## src/rtl/router_switch_alloc_4port.sv

```systemverilog
// 4x4 wormhole switch allocator: per-output round-robin arbitration that locks an
// output to one input until that packet's tail flit transfers, plus the data crossbar.
module router_switch_alloc_4port #(
  parameter int unsigned DW      = 16,
  parameter int unsigned RR_INIT = 0
) (
  input  logic          clk,
  input  logic          rst_n,
  input  logic [3:0]    in_valid,
  input  logic [11:0]   in_port,
  input  logic [3:0]    in_tail,
  input  logic [4*DW-1:0] in_data,
  input  logic [3:0]    out_ready,
  output logic [3:0]    in_pop,
  output logic [3:0]    out_valid,
  output logic [3:0]    out_tail,
  output logic [4*DW-1:0] out_data
);

  // Route codes mirror the global route defines.
  localparam logic [2:0] OUT_EMPTY      = 3'd0;
  localparam logic [2:0] OUT_LOCAL_PORT = 3'd1;
  localparam logic [2:0] OUT_X1_PORT    = 3'd2;
  localparam logic [2:0] OUT_X2_PORT    = 3'd3;
  localparam logic [2:0] OUT_Y1_PORT    = 3'd4;

  typedef enum logic {StIdle, StLocked} state_e;

  state_e     state_q [4];
  state_e     state_d [4];
  logic [1:0] owner_q [4];
  logic [1:0] owner_d [4];
  logic [1:0] rr_q    [4];
  logic [1:0] rr_d    [4];

  logic [3:0] req [4];  // req[o][i]: input i requests output o
  logic [3:0] xfer;

  always_comb begin
    for (int o = 0; o < 4; o++) req[o] = '0;
    for (int i = 0; i < 4; i++) begin
      if (in_valid[i]) begin
        case (in_port[3*i +: 3])
          OUT_LOCAL_PORT: req[0][i] = 1'b1;
          OUT_X1_PORT:    req[1][i] = 1'b1;
          OUT_X2_PORT:    req[2][i] = 1'b1;
          OUT_Y1_PORT:    req[3][i] = 1'b1;
          OUT_EMPTY:      ;
          default:        ;
        endcase
      end
    end
  end

  // Crossbar: only a locked output with a ready transfer drives anything.
  always_comb begin
    xfer      = '0;
    in_pop    = '0;
    out_valid = '0;
    out_tail  = '0;
    out_data  = '0;
    for (int o = 0; o < 4; o++) begin
      if (state_q[o] == StLocked) begin
        xfer[o] = in_valid[owner_q[o]] & out_ready[o];
        if (xfer[o]) begin
          out_valid[o]          = 1'b1;
          out_tail[o]           = in_tail[owner_q[o]];
          out_data[DW*o +: DW]  = in_data[DW*int'(owner_q[o]) +: DW];
          in_pop[owner_q[o]]    = 1'b1;
        end
      end
    end
  end

  always_comb begin
    logic       found;
    logic [1:0] idx;
    logic [1:0] win;
    found = 1'b0;
    idx   = '0;
    win   = '0;
    for (int o = 0; o < 4; o++) begin
      state_d[o] = state_q[o];
      owner_d[o] = owner_q[o];
      rr_d[o]    = rr_q[o];
      found      = 1'b0;
      idx        = '0;
      win        = '0;
      if (state_q[o] == StIdle) begin
        for (int k = 0; k < 4; k++) begin
          idx = rr_q[o] + 2'(k);
          if (!found && req[o][idx]) begin
            found = 1'b1;
            win   = idx;
          end
        end
        if (found) begin
          state_d[o] = StLocked;
          owner_d[o] = win;
          rr_d[o]    = win + 2'd1;
        end
      end else if (xfer[o] && in_tail[owner_q[o]]) begin
        state_d[o] = StIdle;
      end
    end
  end

  always_ff @(posedge clk or negedge rst_n) begin
    if (!rst_n) begin
      for (int o = 0; o < 4; o++) begin
        state_q[o] <= StIdle;
        owner_q[o] <= '0;
        rr_q[o]    <= 2'(RR_INIT);
      end
    end else begin
      for (int o = 0; o < 4; o++) begin
        state_q[o] <= state_d[o];
        owner_q[o] <= owner_d[o];
        rr_q[o]    <= rr_d[o];
      end
    end
  end

endmodule

```

## config.mk

```make
export PLATFORM = sky130hd
export DESIGN_NAME = router_switch_alloc_4port
export DESIGN_NICKNAME = d
export VERILOG_FILES = /design/src/rtl/router_switch_alloc_4port.sv
export SDC_FILE = /design/constraint.sdc
export NUM_CORES = 1
export LEC_CHECK = 0
export CORE_MARGIN = 2
export CORE_UTILIZATION = 44
export CTS_CLUSTER_SIZE = 16
export DETAILED_ROUTE_END_ITERATION = 12
export GPL_ROUTABILITY_DRIVEN = 0
export PLACE_DENSITY = 0.83
export RECOVER_POWER = 25
export SKIP_LAST_GASP = 1
export SLEW_MARGIN = 20
export SYNTH_ARGS = -nofsm -noshare
export SYNTH_HDL_FRONTEND = slang
export SYNTH_SLANG_ARGS = --single-unit
```

## constraint.sdc

```tcl
create_clock -name clk -period 2 [get_ports clk]
set_input_delay 0.4 -clock clk [delete_from_list [all_inputs] [get_ports clk]]
set_output_delay 0.4 -clock clk [all_outputs]
set_load 0.1 [all_outputs]
```

==> reports/results.tsv <==
stage	metric	value	unit
logic_synthesis	ys_seq_elements	20	
grt	grt_pass1_vias	4988	
logic_synthesis	synth_flop_cell	dfrtp_1	
cts	clock-root-buffer	clkbuf_8	
logic_synthesis	yosysMostFrequentCell	mux4_2	
worst_hold_path	min_path_cells	1	
floorplanning	die_h	96.7	µm
layout	layout.nets	648	
floorplanning	core	8260	µm²
floorplanning	die_w	96.7	µm
worst_setup_path	crit_path_max_fanout	2	
cts	clkTransAtPathRegs	0.08	ns
logic_synthesis	muxShareOfSynthArea	0.439	
logic_synthesis	synth_fa_ha_area_frac	0	
power	total_power	0.0120	W
job	cap_violations	0	
timing	report.final.slew_viol_count	0	
logic_synthesis	synth_cell_types	57	
layout	drive_gt1_frac	0.619	
logic_synthesis	yosysSeqAreaShare	0.132	
logic_synthesis	synthArstFlopShare	1.00	
logic_synthesis	syn-num-nets	425	
layout	fin_area	7830	µm²
power	p_int	0.00544	W
power	vdd_drop_max	1.09	mV
worst_setup_path	cp.arrival	2.57	ns
layout	regArea	503	µm²
cts	cts_tree	built	
timing	slew_headroom	0.228	
layout	n_fill_cell	207	
power	switchingPower	0.00660	W
grt	gr-total-overflow	0	
worst_setup_path	setup.worst_path.end_class	output port	
layout	multi_input_area	3700	µm²
power	switching_share	0.548	
cts	ctsHoldBuffers	0	
logic_synthesis	synth-xor-area-share	0.00927	
route	routed_wl	26400	µm
floorplanning	io_pins	166	
worst_setup_path	worstPathRequired	1.60	ns
power	p_leak	3.04	nW
worst_setup_path	rrSetupSlack	0.08	ns
route	avgViaCountPerCell	8.00	
cts	clk_path_buf_depth	2	
timing	finalCritPeriodShare	1.48	
worst_hold_path	hp-start	rr_q[0]	
timing	grt_setup_unrepaired	yes	
power	power_per_cell_area	1540	nW/µm²
timing	clock.fmax	0.337	GHz
worst_setup_path	critical_path_class	in2out	
logic_synthesis	yosys_warnings	0	
floorplanning	dieArea	9350	µm²
place	post-place-ws	-0.619	ns
logic_synthesis	avgSynthCellArea	11.3	µm²
logic_synthesis	synthCells	335	
place	io_buffers	165	
logic_synthesis	synth_compound_area_frac	0.0990	
timing	layout_setup_ws	-0.966	ns
worst_hold_path	min_path_type	reg2reg	
timing	min_period	2.97	ns
power	p_comb_frac	0.898	
worst_setup_path	r2r_start	owner_q[6]	
place	placed_cell_area	7250	µm²
logic_synthesis	yosysTopAreaCellShare	0.429	
timing	setup_viol	86	
worst_setup_path	crit_chain	clkdlybuf4s50_1, nand2_1, nor2_1, a22oi_1, o21ai_0, a22o_4, buf_12	
worst_setup_path	r2r_end	state_q[3]	
place	dp_hpwl	13700	µm
cts	clkLatencyLatePin	0.27	ns
power	seq_power_share	0.079	
grt	grtUsageTotal	0.461	
logic_synthesis	synth_simple_gate_area_frac	0.270	
worst_hold_path	min_to	rr_q[0]	
route	drc	0	
logic_synthesis	yosysTopAreaCell	mux4_2	
status	violations	setup timing	
logic_synthesis	synth-edff-count	0	
worst_setup_path	reg2regPathDepth	6	
route	drt_iter0_markers	865	
logic_synthesis	syn-cell-area	3780	µm²
layout	syn2layout_area_growth	107	%
logic_synthesis	synth_top_family_by_area	multiplexers	
worst_setup_path	cpPeakStageDelay	0.59	ns
power	clkPwrFrac	0.023	
grt	antenna_found_initial	1	
route	drt_first_pass_iters	5	
grt	grt_max_degree	21	
timing	worst_slew_pin_slew	1.16	ns
route	wire_per_inst	39.8	µm
cts	ctsHtreeMaxLevel	1	
layout	fin_cells	662	
route	dr_total_vias	5298	
worst_setup_path	cp-start-kind	primary input	
cts	cts_num_sinks	20	
timing	skew	0.00112	ns
logic_synthesis	synthTopCellsByArea	mux4_2, dfrtp_1, nor2b_1	
floorplanning	initial_core_util	0.458	
floorplanning	num_rows	33	
place	dp_cells	636	
cts	cts_buffers	3	
grt	grt_pass1_wl	32800	µm
timing	hold_viol_final	0	
logic_synthesis	ys_top_cells_by_count	mux4_2, nor2b_1, dfrtp_1	
route	drtAntennaViolNets	0	
status	status	finished, violations left	
worst_setup_path	slowest_stage	a22oi_1	
[cell type report]
class,instances,share of cell area
repair buffers,245,0.433
clock buffers,3,0.00527
diodes,1,0.000320
multi-input cells,274,0.472
well taps,105,0.0168
inverters,14,0.00847
flip-flops and latches,20,0.0642
[cell families after synthesis]
family | Yosys count
compound gates | 51
xor+xnor | 4
simple gates | 144
buf+inv | 41
mux | 75
flops | 20
[routing by layer]
metal,GRT usage,vias to the layer above,wire length (µm)
li1,-,1805,-
met1,0.549,2434,7720
met2,0.750,769,11300
met3,0.125,290,4060
met4,0.271,0,3320
met5,0,-,0
[through the flow]
stage	utilization	setup TNS, ns	hold WS (ns)
finish	0.948	-24.94	0.584
global route	0.948	-26.03	0.610
CTS	0.923	-16.93	0.489
detailed placement	0.878	-44.14	0.534
global placement	0.878	-39.79	0.528
floorplan	-	-10.13	0.104
[cell usage in the layout, fill, tap and decap left out, drive strengths merged, types with 3 or more instances in the layout]
cell           count
buf              153
clkdlybuf4s50     81
mux4              72
nor2b             70
dfrtp             20
nor2              13
nand2             12
inv               11
a21oi             11
o21ai             10
and4bb            10
nand3              9
clkbuf             7
o21a               6
nor3               5
nand4bb            5
nand4b             4
nand4              4
clkinvlp           3
clkdlybuf4s15      3
o31ai              3
nand2b             3
a211oi             3
[power groups by stage]
| stage | sequential, W | combinational (W) | clock, W |
|---|---|---|---|
| finish | 0.000955 | 0.0108 | 0.000278 |
| global route | 0.000952 | 0.0109 | 0.000284 |
| CTS | 0.000864 | 0.00980 | 0.000266 |
| detailed placement | 0.000873 | 0.00917 | 0 |
| global placement | 0.000839 | 0.00894 | 0 |
| floorplan | 0.000792 | 0.00613 | 0 |
[flip-flops by register name (all words and copies together), names as in the netlist]
signal   flops
state_q      4
owner_q      8
rr_q         8
[worst max-delay path by stage]
stage | endpoint | from | slack [ns] | cells after the start
after CTS | in_pop[3] | owner_q[2] | -0.28 | 5
final | in_pop[2] | out_ready[2] | -0.97 | 7
after global routing | in_pop[2] | out_ready[2] | -0.89 | 7
after floorplan | in_pop[1] | owner_q[2] | -0.40 | 4
after detailed placement | out_data[34] | in_valid[0] | -0.62 | 6
after global placement | in_pop[2] | in_valid[0] | -0.54 | 6
[worst max-delay path: cells and delay by family]
kind / cells / cell delay [ns]
buf+inv: 2 / 0.70
compound gates: 3 / 1.24
simple gates: 2 / 0.21
[timing repair]
item | in CTS | in global routing
pin swaps | 4 | 4
gates cloned | 5 | 3
setup buffers | 12 | 5
endpoints found under the setup margin | 85 | 77
hold endpoints to repair | 0 | 0
gates resized for setup | 40 | 34
Note: power is estimated with default switching activity, not from simulation.
